File: src/rtl/uart_pkg.sv
// Shared definitions for the UART transmit arbiter.
// State codes are 8 bits wide to line up with the transmitter's own state register.
package uart_pkg;

    typedef enum logic [7:0] {
        ST_IDLE      = 8'd0,
        ST_LAUNCH    = 8'd1,
        ST_WAIT_BUSY = 8'd2,
        ST_WAIT_DONE = 8'd3,
        ST_GAP       = 8'd4
    } state_t;

    localparam int UART_FRAME_BITS = 10;

endpackage

File: src/rtl/uart_tx_arbiter_rr_pick.sv
// Combinational round-robin picker.
// Searches from last+1 upward, modulo N_REQ.
module rr_pick #(
    parameter int N_REQ = 4
) (
    input  logic [N_REQ-1:0] i_req_valid,
    input  logic [2:0]       i_last,
    output logic             o_found,
    output logic [2:0]       o_idx
);

    logic [7:0] w_vld8;
    int         c;

    assign w_vld8 = 8'(i_req_valid);

    // Walk from the farthest candidate back, so the nearest one wins.
    always_comb begin
        o_found = 1'b0;
        o_idx   = '0;
        c       = 0;
        for (int k = N_REQ; k >= 1; k--) begin
            c = int'(i_last) + k;
            if (c >= N_REQ) c = c - N_REQ;
            if (w_vld8[3'(c)]) begin
                o_found = 1'b1;
                o_idx   = 3'(c);
            end
        end
    end

endmodule

File: src/rtl/uart_tx_arbiter.sv
// Round-robin arbiter sharing one 8N1 transmitter between N_REQ producers.
// Tracks each frame via tx_done, enforces an idle gap, flags stuck transmitters.
module uart_tx_arbiter
    import uart_pkg::*;
#(
    parameter int N_REQ      = 4,
    parameter int GAP_CYCLES = 2,
    parameter int TIMEOUT    = 64
) (
    input  logic               clk,
    input  logic               rst,
    input  logic [N_REQ-1:0]   req_valid,
    input  logic [8*N_REQ-1:0] req_data,
    output logic [N_REQ-1:0]   req_ready,
    output logic [7:0]         tx_byte,
    output logic               tx_send,
    input  logic               tx_done,
    output logic               busy,
    output logic [2:0]         grant_idx,
    output logic               err_timeout
);

    state_t      r_state;
    state_t      w_next;
    logic [2:0]  r_last;
    logic [7:0]  r_tx_byte;
    logic [2:0]  r_grant;
    logic        r_err;
    logic [7:0]  r_gap_cnt;
    logic [15:0] r_to_cnt;

    logic        w_found;
    logic [2:0]  w_idx;
    logic        w_grant;
    logic        w_timeout;
    logic        w_to_hit;
    logic        w_gap_hit;
    logic [7:0]  w_sel_data;

    rr_pick #(.N_REQ(N_REQ)) u_pick (
        .i_req_valid (req_valid),
        .i_last      (r_last),
        .o_found     (w_found),
        .o_idx       (w_idx)
    );

    assign w_grant   = (r_state == ST_IDLE) && w_found && tx_done && !rst;
    assign w_to_hit  = r_to_cnt >= 16'(TIMEOUT - 1);
    assign w_gap_hit = int'(r_gap_cnt) >= GAP_CYCLES - 1;

    always_comb begin
        w_sel_data = '0;
        req_ready  = '0;
        for (int k = 0; k < N_REQ; k++) begin
            if (w_idx == 3'(k)) begin
                w_sel_data   = req_data[8*k +: 8];
                req_ready[k] = w_grant;
            end
        end
    end

    always_comb begin
        w_next    = r_state;
        w_timeout = 1'b0;
        case (r_state)
            ST_IDLE:      if (w_grant) w_next = ST_LAUNCH;
            ST_LAUNCH:    w_next = ST_WAIT_BUSY;
            ST_WAIT_BUSY: begin
                if (!tx_done) begin
                    w_next = ST_WAIT_DONE;
                end else if (w_to_hit) begin
                    w_next    = ST_IDLE;
                    w_timeout = 1'b1;
                end
            end
            ST_WAIT_DONE: begin
                if (tx_done) begin
                    w_next = (GAP_CYCLES == 0) ? ST_IDLE : ST_GAP;
                end else if (w_to_hit) begin
                    w_next    = ST_IDLE;
                    w_timeout = 1'b1;
                end
            end
            ST_GAP:       if (w_gap_hit) w_next = ST_IDLE;
            default:      w_next = ST_IDLE;
        endcase
    end

    always_ff @(posedge clk) begin
        if (rst) begin
            r_state   <= ST_IDLE;
            r_last    <= 3'(N_REQ - 1);
            r_tx_byte <= '0;
            r_grant   <= '0;
            r_err     <= 1'b0;
            r_gap_cnt <= '0;
            r_to_cnt  <= '0;
        end else begin
            r_state <= w_next;
            r_err   <= r_err | w_timeout;
            if (w_grant) begin
                r_tx_byte <= w_sel_data;
                r_grant   <= w_idx;
                r_last    <= w_idx;
            end
            // Counters clear whenever the state changes.
            if ((r_state == ST_WAIT_BUSY || r_state == ST_WAIT_DONE)
                && w_next == r_state) begin
                if (r_to_cnt != '1) r_to_cnt <= r_to_cnt + 16'd1;
            end else begin
                r_to_cnt <= '0;
            end
            if (r_state == ST_GAP && w_next == ST_GAP) begin
                if (r_gap_cnt != '1) r_gap_cnt <= r_gap_cnt + 8'd1;
            end else begin
                r_gap_cnt <= '0;
            end
        end
    end

    assign tx_byte     = r_tx_byte;
    assign tx_send     = (r_state == ST_LAUNCH);
    assign busy        = (r_state != ST_IDLE);
    assign grant_idx   = r_grant;
    assign err_timeout = r_err;

endmodule
File: config.mk
export PLATFORM = sky130hd
export DESIGN_NAME = uart_tx_arbiter
export DESIGN_NICKNAME = d
export VERILOG_FILES = /design/src/rtl/uart_pkg.sv /design/src/rtl/uart_tx_arbiter_rr_pick.sv /design/src/rtl/uart_tx_arbiter.sv
export SDC_FILE = /design/constraint.sdc
export NUM_CORES = 1
export LEC_CHECK = 0
export BUFFER_PORTS_ARGS = -buffer_cell sky130_fd_sc_hd__buf_2
export CAP_MARGIN = 10
export CELL_PAD_IN_SITES_DETAIL_PLACEMENT = 0
export CELL_PAD_IN_SITES_GLOBAL_PLACEMENT = 2
export CORE_ASPECT_RATIO = 0.8
export CORE_MARGIN = 8
export CORE_UTILIZATION = 32
export DETAILED_ROUTE_END_ITERATION = 8
export GPL_ROUTABILITY_DRIVEN = 0
export MAX_ROUTING_LAYER = met4
export PLACE_DENSITY = 0.8
export SYNTH_ARGS = -nofsm -noshare
export SYNTH_HDL_FRONTEND = slang
export SYNTH_SLANG_ARGS = --single-unit
File: constraint.sdc
create_clock -name clk -period 3.55 [get_ports clk]
set_input_delay 0.71 -clock clk [delete_from_list [all_inputs] [get_ports clk]]
set_output_delay 0.71 -clock clk [all_outputs]
set_load 0.02 [all_outputs]
==> results.md <==
- Status: completed
- WHS: 0.508 ns
- Syn Inst Count: around 220
- Clk_skew: 0.00608 ns
- DRC Markers: 0
- WP depth: 9
- CTS H-Tree Depth: 2
- Vias: 1,753
- Crit-path max cell delay: 0.47 ns
- Slew Viols, Final: 0
- CTS tree: built
- Synth top area cells: dfxtp_1 42%, mux2i_1 10%, o221ai_2 5.4%
- Number of placed cells counting well taps: roughly 380
- Clock net sink count: 46
- Crit path capture: req_ready[1]
- Initial antenna violation count: 0
- CP delay by family, top: simple AND/OR/NAND/NOR gates
- Crit-path cells: inv_1, ha_1, mux2_2, nand2_1, nand2_1, o41ai_4, nor2_1, and2_1, buf_2
- Max_cap viols: 0
- FF-to-FF setup slack: 0.77 ns
- Routed wire length: 4820 µm
- Post-Synthesis Cell Area: 2200 µm²
- Number of enable flip-flop cells after synthesis: 0
- Worst-Margin Slew: 0.551 ns
- Worst hold path type: reg2reg
- Setup Buffers After CTS: 0
- Slew headroom: 63.3%
- DRT iter0 DRCs: 69
- Design Power: ~930 µW
- Worst reg2reg endpoint: tx_byte[4]
- Top cell type by total area after synthesis: dfxtp_1
- Pin count of the biggest net entering global routing: 20
- DIE AREA: between 9000 and 10,000 µm²
- Sum Neg Setup Slack: 0 ns
- WL/cell: about 13 µm
- Register area share after synthesis: 41.8%
- Post-place setup slack: 0.450 ns
- Clk_lat worst skew: 0.29 ns
- Clock buffer depth: 2
- Worst setup margin: 0.205 ns
- Setup crit start kind: flop
- Initial Utilization: 32.5%
- Cell Rows: 27
- Die X-Extent: 109 µm
- Worst path slowest cell: o41ai_4
- Hold Violations, Final: 0
- WS Path Type: reg2out
- Gr ovfl total: 0
- Critical Path Sink Type: output pin
- Drt first pass iters: 4
- Worst-path maximum fanout: 7
- Reg2reg start: r_last[1]
- Area growth, synth to finish: 23.2%
- Clock-pin slew on the worst setup and hold paths: 0.08 ns
- Final Util: between 30% and 40%
- Non-filler instance count after layout: 384
- Core Region: 6790 µm²
- Design Area, Final: 2720 µm²
- CP dominant cell by count: nand2_1
- Power density cells: roughly 340 nW/µm²
- Max Freq: 0.299 GHz
- First-pass GRT wire length: ~8000 µm
- CTS Buf Count: 5
- VDD IR-drop max: 0.214 mV
- Final period util: 94.2%
- Die outline height: 90.2 µm
- Total Routing Usage GR: 10.5%
- Worst r2r path cells: 8
- Layout cells sized above 1: between 20% and 30%
- Inserted Diodes: 0
- Final worst path period need: 3.35 ns
- Mean Syn Cell Area: about 9.9 µm²
- Top Ports: 57
- Register bit total from synthesis: 46
- Vias in the first global route: around 1.7k
- Most common cell in the netlist: dfxtp_1
- Antenna Nets Post-Route: 0
- Clk root buf: clkbuf_8
- Distinct cell type count after synthesis: 47
- Asr flop ratio synth: 0%
- RSZ-0062 raised after global routing: false
- Final setup vio count: 0
- Port Buf Inserts: 56
- Worst path bufs/invs: 2
- Drt via density: approximately 4.6
- Crit path from: r_last[1]
- Critical Path RT: 2.84 ns
- Total leakage power: 1.20 nW
- Critical path arrival: about 2.6 ns
- Synth top area share: 41.8%
- Post-CTS Hold Buffers: 0
- Synth Warn #: 0
- DP Area: 2620 µm²
- Post-layout nets: 341
- DP Wirelength: about 3700 µm
- Ys flop type: dfxtp_1
- Synth top cells by count: 46 x dfxtp_1, 23 x nor2_1, 22 x mux2i_1
[logic make-up after synthesis]
logic type / share of synthesized area, %
compound gates: 12.8
mux: 11.7
xor+xnor: 2.78
other cells: 0.170
fa+ha+maj: 3.41
flops: 41.8
buf+inv: 4.94
simple gates: 22.4
[state kept, by name, summed over array words and instances, names as in the netlist]
name	count
err_timeout	1
grant_idx	2
r_gap_cnt	8
r_last	3
r_state	8
r_to_cnt	16
tx_byte	8
[tightest hold or removal path, delay by kind of cell, from the launching register on]
family | cells | cell delay, ns
flip-flops | 1 | 0.33
AND/OR/NAND/NOR | 1 | 0.09
AO/OA/AOI/OAI | 1 | 0.06
[layout by cell type (no fill, tap or decap), types with 7 or more instances in the layout]
| cell type | synthesis | final |
|---|---|---|
| dfxtp_1 | 46 | 45 |
| mux2i_1 | 22 | 21 |
| buf_2 | 1 | 56 |
| nand2_1 | 12 | 12 |
| nand3b_1 | 9 | 9 |
| nand4_1 | 7 | 7 |
| conb_1 | 1 | 20 |
| o221ai_2 | 8 | 8 |
| nor2_1 | 23 | 23 |
[timing repair]
item / CTS / global route
gates resized for setup: 0 / 2
hold endpoints to repair: 0 / 0
endpoints found under the setup margin: 0 / 4
[layer usage]
layer / routed length [µm] / vias to the layer above / track usage [%]
li1: - / 933 / -
met1: 2230 / 793 / 12.5
met2: 2320 / 23 / 16.8
met3: 229 / 4 / 2.92
met4: 44 / 0 / 3.07
met5: 0 / - / -
[area by class of cell]
type                    count  area (µm²)
inverters                   6        22.5
well taps                  87         109
fillers                   692        4080
multi-input cells         177        1260
flip-flops and latches     46         922
clock inverters             3        21.3
repair buffers             60         310
clock buffers               5        68.8
[worst min-delay path by stage]
stage | startpoint | slack, ns | to | cells past startpoint
after global routing | grant_idx[1] | 0.52 | grant_idx[1] | 2
after CTS | grant_idx[1] | 0.51 | grant_idx[1] | 2
after global placement | err_timeout | 0.48 | err_timeout | 2
after detailed placement | grant_idx[1] | 0.49 | grant_idx[1] | 2
after floorplan | r_to_cnt[5] | 0.47 | r_to_cnt[5] | 2
final | tx_byte[0] | 0.51 | tx_byte[0] | 2
[where the power goes]
group | leakage, nW | switching [mW] | internal, mW
combinational | 0.781 | 0.0407 | 0.0408
clock | 0.0441 | 0.173 | 0.138
sequential | 0.378 | 0.00609 | 0.529
total | 1.20 | 0.220 | 0.708
(Power assumes the default switching activity.)
